### src/rtl/discretizador_pkg.sv
// Shared types and constants for the multi-level BCD discretiser.
package discretizador_pkg;

    typedef enum logic [1:0] {
        IDLE  = 2'd0,
        CONV  = 2'd1,
        CLASS = 2'd2
    } estado_t;

    localparam int unsigned BCD_MAX   = 9;
    localparam int unsigned LIM_DEF_W = 16;
    localparam logic [3*LIM_DEF_W-1:0] LIM_DEF = {16'd18, 16'd12, 16'd6};

    // True when a nibble is not a legal BCD digit.
    function automatic logic bcd_invalido(input logic [3:0] d);
        return d > 4'(BCD_MAX);
    endfunction

endpackage

### src/rtl/bcd_serial_conv.sv
// Serial BCD-to-binary converter: one digit per step, most-significant first.
module bcd_serial_conv
    import discretizador_pkg::*;
#(
    parameter int unsigned DIGITS = 3,
    parameter int unsigned VAL_W  = 16
) (
    input  logic                  clk,
    input  logic                  reset,
    input  logic                  i_start,
    input  logic                  i_step,
    input  logic [4*DIGITS-1:0]   i_bits,
    output logic [VAL_W-1:0]      o_acc,
    output logic                  o_invalid,
    output logic                  o_done_c
);

    localparam int unsigned IN_W  = 4 * DIGITS;
    localparam int unsigned CNT_W = $clog2(DIGITS + 1);

    logic [IN_W-1:0]  r_shift;
    logic [VAL_W-1:0] r_acc;
    logic             r_invalid;
    logic [CNT_W-1:0] r_cnt;
    logic [3:0]       w_digit;

    assign w_digit   = r_shift[IN_W-1 -: 4];
    assign o_acc     = r_acc;
    assign o_invalid = r_invalid;
    // High on the step that consumes the last digit.
    assign o_done_c  = i_step && (r_cnt == CNT_W'(DIGITS - 1));

    // Capture on start, then shift one nibble and accumulate acc*10+digit per step.
    always_ff @(posedge clk or posedge reset) begin
        if (reset) begin
            r_shift   <= '0;
            r_acc     <= '0;
            r_invalid <= 1'b0;
            r_cnt     <= '0;
        end else if (i_start) begin
            r_shift   <= i_bits;
            r_acc     <= '0;
            r_invalid <= 1'b0;
            r_cnt     <= '0;
        end else if (i_step) begin
            r_shift   <= r_shift << 4;
            r_acc     <= VAL_W'((r_acc << 3) + (r_acc << 1)) + VAL_W'(w_digit);
            r_invalid <= r_invalid | bcd_invalido(w_digit);
            r_cnt     <= r_cnt + CNT_W'(1);
        end
    end

endmodule

### src/rtl/discretizador_multinivel.sv
// Multi-level BCD discretiser: serial conversion, threshold classification,
// downward hysteresis and persistence filtering of the published category.
module discretizador_multinivel
    import discretizador_pkg::*;
#(
    parameter int unsigned DIGITS  = 3,
    parameter int unsigned LEVELS  = 4,
    parameter int unsigned OUT_W   = $clog2(LEVELS),
    parameter int unsigned VAL_W   = 16,
    parameter int unsigned HYST    = 1,
    parameter int unsigned PERSIST = 2
) (
    input  logic                        clk,
    input  logic                        reset,
    input  logic                        load,
    input  logic [4*DIGITS-1:0]         bits_in,
    input  logic [(LEVELS-1)*VAL_W-1:0] limiares,
    output logic                        busy,
    output logic                        valid,
    output logic [OUT_W-1:0]            saida,
    output logic [VAL_W-1:0]            valor,
    output logic                        erro
);

    localparam int unsigned PCNT_W = (PERSIST < 2) ? 1 : $clog2(PERSIST + 1);

    estado_t           r_state;
    logic              r_busy;
    logic              r_valid;
    logic [OUT_W-1:0]  r_saida;
    logic [VAL_W-1:0]  r_valor;
    logic              r_erro;
    logic [OUT_W-1:0]  r_pend;
    logic [PCNT_W-1:0] r_cnt;

    logic              w_start;
    logic              w_step;
    logic [VAL_W-1:0]  w_acc;
    logic              w_inv;
    logic              w_done_c;
    logic [OUT_W-1:0]  w_raw;
    logic [VAL_W-1:0]  w_lim_baixo;
    logic [VAL_W-1:0]  w_lim_hist;
    logic [OUT_W-1:0]  w_cand;
    logic [OUT_W-1:0]  w_saida_nx;
    logic [OUT_W-1:0]  w_pend_nx;
    logic [PCNT_W-1:0] w_cnt_nx;
    logic [PCNT_W-1:0] w_cnt_inc;

    // CLASS is the final cycle of a request and doubles as an acceptance slot,
    // giving one reading every DIGITS+1 cycles.
    assign w_start = load && ((r_state == IDLE) || (r_state == CLASS));
    assign w_step  = (r_state == CONV);

    bcd_serial_conv #(
        .DIGITS (DIGITS),
        .VAL_W  (VAL_W)
    ) u_conv (
        .clk       (clk),
        .reset     (reset),
        .i_start   (w_start),
        .i_step    (w_step),
        .i_bits    (bits_in),
        .o_acc     (w_acc),
        .o_invalid (w_inv),
        .o_done_c  (w_done_c)
    );

    // Raw category: number of thresholds strictly below the value.
    always_comb begin
        w_raw = '0;
        for (int k = 0; k < int'(LEVELS) - 1; k++) begin
            if (w_acc > limiares[k*VAL_W +: VAL_W])
                w_raw = w_raw + OUT_W'(1);
        end
    end

    // Downward hysteresis: stay put while above T[saida-1] minus the margin.
    always_comb begin
        w_lim_baixo = '0;
        for (int k = 0; k < int'(LEVELS) - 1; k++) begin
            if (OUT_W'(k + 1) == r_saida)
                w_lim_baixo = limiares[k*VAL_W +: VAL_W];
        end
        w_lim_hist = (w_lim_baixo > VAL_W'(HYST)) ? (w_lim_baixo - VAL_W'(HYST)) : '0;
        w_cand     = ((w_raw < r_saida) && (w_acc > w_lim_hist)) ? r_saida : w_raw;
    end

    // Persistence filter: candidate must repeat PERSIST times before it is published.
    always_comb begin
        w_saida_nx = r_saida;
        w_pend_nx  = r_pend;
        w_cnt_nx   = r_cnt;
        w_cnt_inc  = '0;
        if (w_cand == r_saida) begin
            w_cnt_nx = '0;
        end else begin
            if (w_cand == r_pend) begin
                w_cnt_inc = r_cnt + PCNT_W'(1);
            end else begin
                w_pend_nx = w_cand;
                w_cnt_inc = PCNT_W'(1);
            end
            if (w_cnt_inc >= PCNT_W'(PERSIST)) begin
                w_saida_nx = w_cand;
                w_cnt_nx   = '0;
            end else begin
                w_cnt_nx   = w_cnt_inc;
            end
        end
    end

    // Control FSM and output registers.
    always_ff @(posedge clk or posedge reset) begin
        if (reset) begin
            r_state <= IDLE;
            r_busy  <= 1'b0;
            r_valid <= 1'b0;
            r_saida <= '0;
            r_valor <= '0;
            r_erro  <= 1'b0;
            r_pend  <= '0;
            r_cnt   <= '0;
        end else begin
            r_valid <= 1'b0;
            case (r_state)
                IDLE: begin
                    if (load) begin
                        r_state <= CONV;
                        r_busy  <= 1'b1;
                    end
                end
                CONV: begin
                    if (w_done_c)
                        r_state <= CLASS;
                end
                CLASS: begin
                    r_valid <= 1'b1;
                    r_erro  <= w_inv;
                    r_valor <= w_inv ? '0 : w_acc;
                    if (!w_inv) begin
                        r_saida <= w_saida_nx;
                        r_pend  <= w_pend_nx;
                        r_cnt   <= w_cnt_nx;
                    end
                    if (load) begin
                        r_state <= CONV;
                        r_busy  <= 1'b1;
                    end else begin
                        r_state <= IDLE;
                        r_busy  <= 1'b0;
                    end
                end
                default: begin
                    r_state <= IDLE;
                    r_busy  <= 1'b0;
                end
            endcase
        end
    end

    assign busy  = r_busy;
    assign valid = r_valid;
    assign saida = r_saida;
    assign valor = r_valor;
    assign erro  = r_erro;

endmodule
### config.mk
export PLATFORM = sky130hd
export DESIGN_NAME = discretizador_multinivel
export DESIGN_NICKNAME = d
export VERILOG_FILES = /design/src/rtl/discretizador_pkg.sv /design/src/rtl/bcd_serial_conv.sv /design/src/rtl/discretizador_multinivel.sv
export SDC_FILE = /design/constraint.sdc
export NUM_CORES = 1
export LEC_CHECK = 0
export CAP_MARGIN = 20
export CORE_MARGIN = 2
export CORE_UTILIZATION = 45
export DETAILED_ROUTE_END_ITERATION = 16
export PLACE_DENSITY = 0.69
export SLEW_MARGIN = 40
export SYNTH_ARGS = -nofsm -noshare
export SYNTH_HDL_FRONTEND = slang
export SYNTH_SLANG_ARGS = --single-unit
### constraint.sdc
create_clock -name clk -period 7.26 [get_ports clk]
set_clock_uncertainty 0.05 [all_clocks]
set_input_delay 1.089 -clock clk [delete_from_list [all_inputs] [get_ports clk]]
set_output_delay 1.089 -clock clk [all_outputs]
set_load 0.01 [all_outputs]
== Word level (Yosys, flattened, before mapping) ==
Cells that the tools add are included.
Word-level totals
  flip-flop bits (word level): 58
  word-level logic and storage cells: 82
  bits of input ports: 63
  output and inout bits: 21
Operators by class
  equality and inequality tests: 10
  multiplexer cells: 29
  add/subtract/negate cells: 7
  reductions and logical operators: 11
  bitwise logic cells: 5
  magnitude comparators: 8
Operator list (count)
  $mux 16: 7
  $gt 16x16->1: 4
  $mux 12: 2
  $mux 2: 11
  $add 16x16->16: 1
  $add 16x4->16: 1
  $gt 16x1->1 const B: 1
  $sub 16x1->16 const B: 1
  $add 2x1->2 const B: 4
  $reduce_and 4->1: 2
  $mux 1: 7
  $pmux 2 s3: 1
  $reduce_and 2->1: 3
  $eq 2x2->1: 2
  $eq 2x2->1 const A: 2
  $eq 2x2->1 const B: 2
  $gt 4x4->1 const B: 1
  $ne 2x2->1 const B: 2
  $not 1->1: 4
  $logic_and 1x1->1: 3
  $pmux 1 s3: 1
  $eq 1x2->1 const A: 1
  $eq 2x1->1 const B: 1
  $ge 2x2->1 const B: 1
  other kinds (5): 5

== Logic depth before layout (Yosys ltp) ==
Gate-level depths: netlist (run 1).
  depth after elaboration: 15
  gate-level depth with buffers: 24
  mapped depth without buffers: 24

== Hierarchy ==
Synthesis (run 1) repeated with hierarchy kept, for this count alone.
Unflattened totals
  cell total of the unflattened synthesis: 698
  area total of the unflattened synthesis: 5753.0 um^2
Modules (own cells, without submodules)
  discretizador_multinivel: area each 3612.2 um^2, times used 1, cells an instance 473
  bcd_serial_conv: area each 2140.8 um^2, times used 1, cells an instance 225

== Least setup slack after synthesis (run 1) ==
OpenSTA, ideal clock, no wires.
  path type: input to register
  start point: input limiares[17]
  end point: register r_saida[1] (netlist: saida[1])
  slack: 1437 ps
  library setup time: 138 ps
  stages: 24
  arrival: 5635 ps
  buffers on the path: 0
  path through: inv_1 -> ha_1 -> nor2b_1 -> o21a_1 -> o21a_1 -> o21a_1 -> o21a_1 -> o21a_1 -> o21a_1 -> o21ai_0 -> a22oi_1 -> ha_1 -> or4_2 -> o32ai_1 -> a21o_1 -> inv_1 -> ha_1 -> a21o_1 -> a311o_1 -> a41oi_1 -> mux2i_1 -> nand4bb_1 -> a211o_2 -> mux2i_1
On the way
  cells in the longest elaborated chain, start to end: 12
Ends and longest elaborated chain
  start: declaration: RTL line discretizador_multinivel.sv:17  | input logic [(LEVELS-1)*VAL_W-1:0] limiares,
  $mux 16 or $gt 16x16->1 (tied branches): RTL line discretizador_multinivel.sv:82, discretizador_multinivel.sv:73
  $mux 16 or $mux 2 (tied branches): RTL line discretizador_multinivel.sv:82, discretizador_multinivel.sv:73
  $sub 16x1->16 (tied with other cells): RTL line discretizador_multinivel.sv:85  | w_lim_hist = (w_lim_baixo > VAL_W'(HYST)) ? (w_lim_baixo - VAL_W'(HYST)) : '0;
  $mux 16 or $mux 2 (tied branches): RTL line discretizador_multinivel.sv:85, discretizador_multinivel.sv:73
  $gt 16x16->1 or $lt 2x2->1 (tied branches): RTL line discretizador_multinivel.sv:86  | w_cand = ((w_raw < r_saida) && (w_acc > w_lim_hist)) ? r_saida : w_raw;
  $logic_and 1x1->1: RTL line discretizador_multinivel.sv:86
  $mux 2 *: RTL line discretizador_multinivel.sv:86
  $eq 2x2->1: RTL line discretizador_multinivel.sv:98  | if (w_cand == r_pend) begin
  $mux 2: RTL line discretizador_multinivel.sv:98
  $mux 2: RTL line discretizador_multinivel.sv:95  | if (w_cand == r_saida) begin
  $ge 2x2->1: RTL line discretizador_multinivel.sv:104  | if (w_cnt_inc >= PCNT_W'(PERSIST)) begin
  $reduce_and 4->1 (no source line)
  end signal: assignment: RTL line discretizador_multinivel.sv:142  | r_saida <= w_saida_nx;
  end: declaration: RTL line discretizador_multinivel.sv:30  | logic [OUT_W-1:0] r_saida;
Mark *: on every way between the ends. The rest lies on a longest branch, timed or not. The select of a mux whose other input is x is not followed.
A chain may end at the register's enable or synchronous reset.

== Worst setup path after layout (run 1) ==
Same ends and word-level chain as after synthesis.

==> results of run 1 <==
cell usage after synthesis, drive strengths merged (8+ instances only):
master and n:
a21oi 28, nor2 24, xor2 8, xnor2 14, nand4 15, nor3 9, a21o 8, a22o 9
o21a 10, nor2b 12, ha 96, clkbuf 16, o21ai 61, inv 66, dfrtp 58, mux2i 16
nand2b 23, nand2 81, a22oi 12
worst max-delay path: cells and delay by family:
| kind | cells | cell delay, ps |
|---|---|---|
| buffers and inverters | 3 | 640 |
| AOI/OAI and AO/OA | 14 | 2960 |
| adders and majority gates | 3 | 710 |
| and+or+nand+nor | 3 | 940 |
| muxes | 2 | 360 |
sequential cells by signal (all words and copies together) (netlist names):
name,count
busy,1
erro,1
r_cnt,2
r_pend,2
r_state,2
saida,2
u_conv.o_acc,16
u_conv.o_invalid,1
u_conv.r_cnt,2
u_conv.r_shift,12
valid,1
valor,16
cells by family after synthesis:
family | after synthesis
muxes | 19
buffers and inverters | 84
and+or+nand+nor | 198
adders and majority gates | 98
DFF | 58
xor gates and xnor gates | 22
AOI/OAI and AO/OA | 164
worst max path at each step:
stage / startpoint / endpoint / cells past startpoint
final: limiares[17] / saida[1]$_DFFE_PP0P_ / 25
after global routing: limiares[17] / saida[1]$_DFFE_PP0P_ / 25
after CTS: limiares[17] / saida[1]$_DFFE_PP0P_ / 25
after detailed placement: limiares[17] / saida[1]$_DFFE_PP0P_ / 25
after global placement: limiares[17] / saida[1]$_DFFE_PP0P_ / 25
after floorplan: limiares[17] / saida[1]$_DFFE_PP0P_ / 24
metrics by stage:
step                hold slack [ps]  total power, mW  instances
floorplan                       396             1.89        643
global placement                409             2.34        860
detailed placement              418             2.43        860
CTS                             430             2.86        874
global route                    451             3.13        874
finish                          426             2.86        874
area by class of cell:
class,count,area [um^2],area share (%)
inverters,66,248,3.68
well taps,147,184,2.74
flip-flops and latches,58,1450,21.6
repair buffers,88,872,13.0
clock inverters,3,40.0,0.595
multi-input cells,501,3680,54.7
clock buffers,11,253,3.76
layer usage:
layer / vias to the layer above / track usage (%) / part of all wire [%]
met4: 0 / 6.59 / 1.9
met1: 2344 / 32.9 / 48
met3: 28 / 3.88 / 4.7
met5: - / 0 / 0
li1: 2456 / - / -
met2: 151 / 38.7 / 45
power by group through the flow:
stage	Clock [mW]	Sequential, mW	Combinational (mW)
global route	0.436	0.733	1.96
detailed placement	0	0.717	1.71
CTS	0.422	0.712	1.73
floorplan	0	0.611	1.27
global placement	0	0.709	1.63
finish	0.413	0.716	1.73
==> flow_summary.ini, run 1 <==
[clock_network]
clk_pin_slew_worst_paths_ps = 50
cts.hold.buffers_added = 0
cts_resized = 0
clk_lat_worst_skew_ps = 320
cts_h_tree_lvls = 3
tritoncts_num_sinks = 58
clockRootBuffer = sky130_fd_sc_hd__clkbuf_16
clock_tree_from_tritoncts = built
clock_path_buffers = 2
cts_made_buffers = 9
post-cts-setup-buffer-count = 0

[power]
areal_power_density_over_the_cells_nw_per_um2 = 426
p_comb_share_pct = 60.6
switching_share_pct = 45.7
power.switching_mw = 1.31
max-vdd-ir-drop_mv = 0.274
leakage_nw = 3.35
clock_power_share_pct = 14.4
seqPwrFrac_pct = 25.0
internal_power_mw = 1.56

[min_path]
whs_endpoint = valor[8]$_DFFE_PP0P_
holdCritStartpoint = valor[8]$_DFFE_PP0P_
min-delay-path-class = register to register
worst_hold_path.num_cells = 2

[timing]
timing.final.crit_period_ps = 6580
finalCritPeriodShare_pct = 90.6
rsz0062_at_grt = no
timing.fmax_mhz = 152
setup_violations_final = 0
max_slew.worst_pin.slew_ps = 777
slew_headroom_pct = 48.2
final_hold_viol_count = 0
report.final.slew_viol_count = 0
totalNegativeSetupSlack_ps = 0
worst_slack_ps = 682

[setup_path]
ff_to_ff_path_depth = 19
timing.critical_path.mode_cell = sky130_fd_sc_hd__o21a_1
rr_startpoint = saida[0]$_DFFE_PP0P_
endpoint_arrival_time_on_the_critical_path_ps = 6690
worstReg2RegEnd = saida[1]$_DFFE_PP0P_
setup.reg_to_reg.worst_slack_ps = 1130
crit_slowest_cell = sky130_fd_sc_hd__or4_2
max_stage_delay_ps = 660
critPathKind = primary input to register
endpoint_kind = register
worst_ep_required_time_ps = 7370
path_max_fanout = 5
worstSetupStartpointType = primary input

[synth]
yosys.area_share.adder_pct = 22.8
post_synthesis_simple_gate_area_fraction_pct = 18.1
synth_xor_xnor_area_share_pct = 3.54
syn_area_um2 = 5440
number_of_storage_elements_in_the_synthesis_netlist = 58
muxShareOfSynthArea_pct = 3.57
synth_fp_nets = 804
synth_cell_type_count = 61
yosysTopAreaCell = sky130_fd_sc_hd__dfrtp_1
synth_compound_gate_area_share_pct = 19.5
avgSynthCellArea_um2 = 8.46
synth_area_leaders = sky130_fd_sc_hd__dfrtp_1, sky130_fd_sc_hd__ha_1, sky130_fd_sc_hd__o21ai_0, sky130_fd_sc_hd__nand2_1, sky130_fd_sc_hd__inv_1
synth_top_family_by_area = adder cells
dominantRegCellSynth = sky130_fd_sc_hd__dfrtp_1
synth_top_cell_area_share_pct = 26.7
ys_seq_area_share_pct = 26.7
syn-instance-count = 643
asr_flop_ratio_synth_pct = 100
synth_edf_count = 0
synth_warnings = 0

[die]
initial_core_util_pct = 45.7
chipWidth_um = 114
core.rowCount = 40
core_um2 = 11900
dieHeight_um = 114
floorplan.io_pins = 84
design.die.area_um2 = 13000

[run]
max_cap_viol_count = 0

[finish]
diodes = 0
fin_area_um2 = 6720
fill_cells = 1076
final_net_count = 885
syn_to_layout_area_delta_pct = 23.6
post-route-util_pct = 56.4
layout.cells.most_common = sky130_fd_sc_hd__ha_1
fraction_of_final_layout_cells_with_drive_strength_greater_than_1_pct = 4.81
leading_cell_types_in_the_layout_fill_and_taps_excluded = sky130_fd_sc_hd__ha_1, sky130_fd_sc_hd__clkdlybuf4s50_1, sky130_fd_sc_hd__nand2_1

[detailed_routing]
dr_total_vias = 4979
vias_per_cell = 5.70
drt-pass1-iter-count = 5
routedWlPerCell_um = 17.4
remaining_design_rule_violation_count = 0
totalWireLength_um = 15200
drt.antenna.violating_nets = 0
drt-initial-drc-count = 388

[global_routing]
grt_antenna_before_repair = 0
global_route.usage.total_pct = 23.8
number_of_global_route_vias_before_repair = 4950
grt_first_pass_wirelength_um = 24200
overflow = 0
grt_start_max_net_pins = 59

[place]
placement.cell_area_um2 = 6430
io_buffer_count = 83
place_worst_setup_slack_ps = 459
finalWeightedCongestion = 0.923
hpwlAfterDp_um = 11600

[outcome]
run_status = completed
Note: power is estimated with default switching activity, not from simulation.
==> inputs of run 2 (changes only) <==
==> constraint.sdc (replaced) <==
create_clock -name clk -period 7.26 [get_ports clk]
set_clock_uncertainty 0.05 [all_clocks]
set_input_delay 1.452 -clock clk [delete_from_list [all_inputs] [get_ports clk]]
set_output_delay 1.452 -clock clk [all_outputs]
set_load 0.01 [all_outputs]
==> flow_summary.ini, run 2 (same netlist as run 1, synthesis figures left out) <==
[power]
leakage_nw = 3.37
p_comb_share_pct = 60.9
areal_power_density_over_the_cells_nw_per_um2 = 426
internal_power_mw = 1.56
clock_power_share_pct = 14.5
switching_share_pct = 45.7
max-vdd-ir-drop_mv = 0.270
power.switching_mw = 1.31
seqPwrFrac_pct = 24.6

[finish]
fin_area_um2 = 6750
post-route-util_pct = 56.6
final_net_count = 888
layout.cells.most_common = sky130_fd_sc_hd__ha_1
diodes = 0
leading_cell_types_in_the_layout_fill_and_taps_excluded = sky130_fd_sc_hd__ha_1, sky130_fd_sc_hd__clkdlybuf4s50_1, sky130_fd_sc_hd__nand2_1
fraction_of_final_layout_cells_with_drive_strength_greater_than_1_pct = 5.21
syn_to_layout_area_delta_pct = 24.0
fill_cells = 1081

[setup_path]
ff_to_ff_path_depth = 23
endpoint_kind = register
critPathKind = primary input to register
setup.reg_to_reg.worst_slack_ps = 1450
critical_path_s_top_delay_family = compound AO/OA/AOI/OAI gates
worstSetupStartpointType = primary input
max_stage_delay_ps = 660
path_max_fanout = 5
worst_ep_required_time_ps = 7390
endpoint_arrival_time_on_the_critical_path_ps = 6970
worstPathBufferInverterCount = 3
timing.critical_path.mode_cell = sky130_fd_sc_hd__o21a_1
rr_startpoint = u_conv.o_acc[9]$_DFFE_PP0P_
crit_slowest_cell = sky130_fd_sc_hd__or4_2
worstReg2RegEnd = saida[1]$_DFFE_PP0P_

[timing]
setup_violations_final = 0
final_hold_viol_count = 0
totalNegativeSetupSlack_ps = 0
rsz0062_at_grt = no
timing.final.crit_period_ps = 6840
finalCritPeriodShare_pct = 94.2
timing.fmax_mhz = 146
slew_headroom_pct = 57.2
max_slew.worst_pin.slew_ps = 635
report.final.slew_viol_count = 0

[min_path]
holdCritStartpoint = u_conv.r_shift[6]$_DFFE_PP0P_
worst_hold_path.num_cells = 2
min-delay-path-class = register to register
whs_endpoint = u_conv.r_shift[6]$_DFFE_PP0P_

[global_routing]
grt_start_max_net_pins = 59
overflow = 0
number_of_global_route_vias_before_repair = 4838
grt_antenna_before_repair = 0
grt_first_pass_wirelength_um = 24200
global_route.usage.total_pct = 24.0

[die]
initial_core_util_pct = 45.7
floorplan.io_pins = 84
core_um2 = 11900
dieHeight_um = 114
chipWidth_um = 114
core.rowCount = 40
design.die.area_um2 = 13000

[clock_network]
cts.hold.buffers_added = 0
clk_pin_slew_worst_paths_ps = 50
cts_h_tree_lvls = 3
post-cts-setup-buffer-count = 0
clk_lat_worst_skew_ps = 330
clock_tree_from_tritoncts = built
clock_path_buffers = 2
cts_resized = 0
clockRootBuffer = sky130_fd_sc_hd__clkbuf_16
cts_made_buffers = 9
tritoncts_num_sinks = 58

[place]
finalWeightedCongestion = 0.923
placement.cell_area_um2 = 6450
hpwlAfterDp_um = 11500
io_buffer_count = 83

[detailed_routing]
totalWireLength_um = 15300
routedWlPerCell_um = 17.4
remaining_design_rule_violation_count = 0
vias_per_cell = 5.68
drt.antenna.violating_nets = 0
drt-initial-drc-count = 347
drt-pass1-iter-count = 5
dr_total_vias = 4978

[outcome]
run_status = completed

[run]
max_cap_viol_count = 0
## run 2: changes by cell type in the layout (fill, tap and decap cells not counted), sizes merged
| cell | previous run | this run |
|---|---|---|
| buf | 5 | 8 |
## run 2: worst max-delay path by stage
stage,startpoint,cells after the start,to
detailed placement,limiares[17],25,saida[1]$_DFFE_PP0P_
CTS,limiares[17],25,saida[1]$_DFFE_PP0P_
global route,limiares[17],25,saida[0]$_DFFE_PP0P_
finish,limiares[17],25,saida[1]$_DFFE_PP0P_
floorplan,limiares[17],24,saida[1]$_DFFE_PP0P_
global placement,limiares[17],25,saida[1]$_DFFE_PP0P_
## run 2: routing by layer
layer	vias up	routed length (um)	global-route usage, %	share of wire, %
met5	-	0	0	0
met4	0	233	5.37	1.5
met2	140	7070	38.5	46
met3	19	863	4.62	5.6
met1	2361	7120	33.8	47
li1	2458	-	-	-
## run 2: per-stage QoR
stage          power, mW  hold WS [ps]  setup slack, ps  cells
2_1_floorplan       1.89           396             1070    643
3_3_place_gp        2.34           409              325    863
3_5_place_dp        2.43           414              134    863
4_1_cts             2.87           425              466    877
5_1_grt             3.14           444              160    877
6_report            2.87           425              420    877
## run 2: cell type report
cell class	count	area (um^2)	share of cell area [%]
Clock buffer	11	253	3.75
Clock inverter	3	40.0	0.593
Inverter	66	248	3.67
Multi-Input combinational cell	501	3680	54.5
Sequential cell	58	1450	21.5
Tap cell	147	184	2.73
Timing Repair Buffer	91	895	13.3
## run 2: worst reg2reg max path: stages, from the launching register on
cell                        delay [ps]
sky130_fd_sc_hd__dfrtp_1           720
sky130_fd_sc_hd__ha_1              370
sky130_fd_sc_hd__a21o_1            180
sky130_fd_sc_hd__a21o_1            170
sky130_fd_sc_hd__a21o_1            170
sky130_fd_sc_hd__a21oi_1           180
sky130_fd_sc_hd__nor2b_1            60
sky130_fd_sc_hd__o21ai_0           160
sky130_fd_sc_hd__nand2b_1           70
sky130_fd_sc_hd__a21oi_1           210
sky130_fd_sc_hd__a22oi_1           120
sky130_fd_sc_hd__ha_1              200
sky130_fd_sc_hd__or4_2             660
sky130_fd_sc_hd__o32ai_1           250
sky130_fd_sc_hd__a21o_1            210
sky130_fd_sc_hd__inv_1              90
sky130_fd_sc_hd__ha_1              190
sky130_fd_sc_hd__a21o_1            190
sky130_fd_sc_hd__a311o_1           320
sky130_fd_sc_hd__a41oi_1           290
sky130_fd_sc_hd__mux2i_1           220
sky130_fd_sc_hd__nand4bb_1         150
sky130_fd_sc_hd__a211o_2           320
sky130_fd_sc_hd__mux2i_1           120
## run 2: power groups by stage
stage | registers, mW | clock network, mW | logic [mW]
after global placement | 0.700 | 0 | 1.64
after detailed placement | 0.707 | 0 | 1.72
after CTS | 0.702 | 0.425 | 1.75
after global routing | 0.725 | 0.439 | 1.97
after floorplan | 0.611 | 0 | 1.27
final | 0.706 | 0.417 | 1.75
==> inputs of run 3 (changes only) <==
--- a/config.mk
+++ b/config.mk
@@ -11,5 +11,4 @@
 export DETAILED_ROUTE_END_ITERATION = 16
 export PLACE_DENSITY = 0.69
-export SLEW_MARGIN = 40
 export SYNTH_ARGS = -nofsm -noshare
 export SYNTH_HDL_FRONTEND = slang
--- a/constraint.sdc
+++ b/constraint.sdc
@@ -3,3 +3,3 @@
 set_input_delay 1.452 -clock clk [delete_from_list [all_inputs] [get_ports clk]]
 set_output_delay 1.452 -clock clk [all_outputs]
-set_load 0.01 [all_outputs]
+set_load 0.02 [all_outputs]
==> flow_summary.ini, run 3 (same netlist as run 1, synthesis figures left out) <==
[place]
io_buffer_count = 83
place_worst_setup_slack_ps = 135
finalWeightedCongestion = 0.923
hpwlAfterDp_um = 11500
dp_cells = 863

[timing]
worst_slack_ps = 388
rsz0062_at_grt = no
setup_violations_final = 0
slew_headroom_pct = 33.2
final_hold_viol_count = 0
hold_ws_ps = 428
report.final.slew_viol_count = 0
finalCritPeriodShare_pct = 94.7
totalNegativeSetupSlack_ps = 0
max_slew.worst_pin.slew_ps = 999
timing.fmax_mhz = 146
timing.final.crit_period_ps = 6870

[setup_path]
endpoint_arrival_time_on_the_critical_path_ps = 7000
max_stage_delay_ps = 670
timing.critical_path.mode_cell = sky130_fd_sc_hd__o21a_1
setup.reg_to_reg.worst_slack_ps = 1460
endpoint_kind = register
worstReg2RegEnd = saida[1]$_DFFE_PP0P_
rr_startpoint = u_conv.o_acc[9]$_DFFE_PP0P_
path_max_fanout = 5
critPathKind = primary input to register
crit_slowest_cell = sky130_fd_sc_hd__or4_2
ff_to_ff_path_depth = 23
worstSetupStartpointType = primary input
worst_ep_required_time_ps = 7390

[power]
leakage_nw = 3.37
max-vdd-ir-drop_mv = 0.331
areal_power_density_over_the_cells_nw_per_um2 = 431

[global_routing]
grt_antenna_before_repair = 0
grt_first_pass_wirelength_um = 24100
overflow = 0
grt_start_max_net_pins = 59
number_of_global_route_vias_before_repair = 4849
global_route.usage.total_pct = 23.9

[finish]
final_net_count = 889
leading_cell_types_in_the_layout_fill_and_taps_excluded = sky130_fd_sc_hd__ha_1, sky130_fd_sc_hd__clkdlybuf4s50_1, sky130_fd_sc_hd__nand2_1
post_layout_nonfiller_instances = 878
diodes = 0
fraction_of_final_layout_cells_with_drive_strength_greater_than_1_pct = 5.06
register_area_um2 = 1450
multiInputGateArea_um2 = 3670
syn_to_layout_area_delta_pct = 24.0
fill_cells = 1104
layout.cells.most_common = sky130_fd_sc_hd__ha_1

[clock_network]
clk_lat_worst_skew_ps = 320
clock_tree_from_tritoncts = built
cts_h_tree_lvls = 3
cts.hold.buffers_added = 0
clock_path_buffers = 2
cts_made_buffers = 9
cts_resized = 0
clockRootBuffer = sky130_fd_sc_hd__clkbuf_16
post-cts-setup-buffer-count = 0
tritoncts_num_sinks = 58
clk_pin_slew_worst_paths_ps = 50

[detailed_routing]
vias_per_cell = 5.68
drt.antenna.violating_nets = 0
drt-initial-drc-count = 322
dr_total_vias = 4985
totalWireLength_um = 15200
remaining_design_rule_violation_count = 0
routedWlPerCell_um = 17.3
drt-pass1-iter-count = 5

[min_path]
whs_endpoint = u_conv.r_shift[4]$_DFFE_PP0P_
worst_hold_path.num_cells = 2
holdCritStartpoint = u_conv.r_shift[4]$_DFFE_PP0P_
min-delay-path-class = register to register

[die]
core_um2 = 11900
dieHeight_um = 114
floorplan.io_pins = 84
core.rowCount = 40
design.die.area_um2 = 13000
initial_core_util_pct = 45.7
chipWidth_um = 114

[run]
max_cap_viol_count = 0

[outcome]
run_status = completed
run 3: worst max-delay path by stage:
stage                     slack, ps          from                   end  cells after the start
after global routing            180  limiares[17]  saida[0]$_DFFE_PP0P_                     25
after floorplan                1070  limiares[17]  saida[1]$_DFFE_PP0P_                     24
final                           390  limiares[17]  saida[1]$_DFFE_PP0P_                     25
after detailed placement        140  limiares[17]  saida[1]$_DFFE_PP0P_                     25
after global placement          320  limiares[17]  saida[1]$_DFFE_PP0P_                     25
after CTS                       470  limiares[17]  saida[1]$_DFFE_PP0P_                     25
run 3: cell type report:
cell class | count | area share (%)
multi-input cells | 501 | 54.4
flip-flops and latches | 58 | 21.5
repair buffers | 92 | 13.3
clock buffers | 11 | 3.75
inverters | 66 | 3.67
well taps | 147 | 2.73
clock inverters | 3 | 0.594
run 3: where the power goes:
| part | total, mW | leakage [nW] | switching (mW) | internal, mW |
|---|---|---|---|---|
| registers | 0.705 | 0.735 | 0.239 | 0.466 |
| clock network | 0.416 | 0.147 | 0.137 | 0.279 |
| logic | 1.79 | 2.48 | 0.970 | 0.818 |
| total | 2.91 | 3.37 | 1.35 | 1.56 |
run 3: layer usage:
metal  GRT usage [%]  vias to the layer above  share of wire (%)
li1                -                     2457                  -
met1            33.2                     2369                 47
met2            38.2                      136                 46
met3            4.46                       23                5.7
met4            6.42                        0                1.9
met5               0                        -                  0
run 3: metrics by stage:
step	utilization [%]	area [um^2]	power [mW]
3_3_place_gp	54.1	6440	2.38
6_report	56.6	6750	2.91
5_1_grt	56.6	6750	3.18
3_5_place_dp	54.1	6440	2.46
2_1_floorplan	-	5440	1.92
4_1_cts	56.6	6740	2.90
run 3: worst max-delay path, delay by kind of cell:
family	cells	cell delay, ps
AOI/OAI and AO/OA	14	2900
adders and majority gates	3	710
and+or+nand+nor	3	970
buffers and inverters	3	640
muxes	2	330
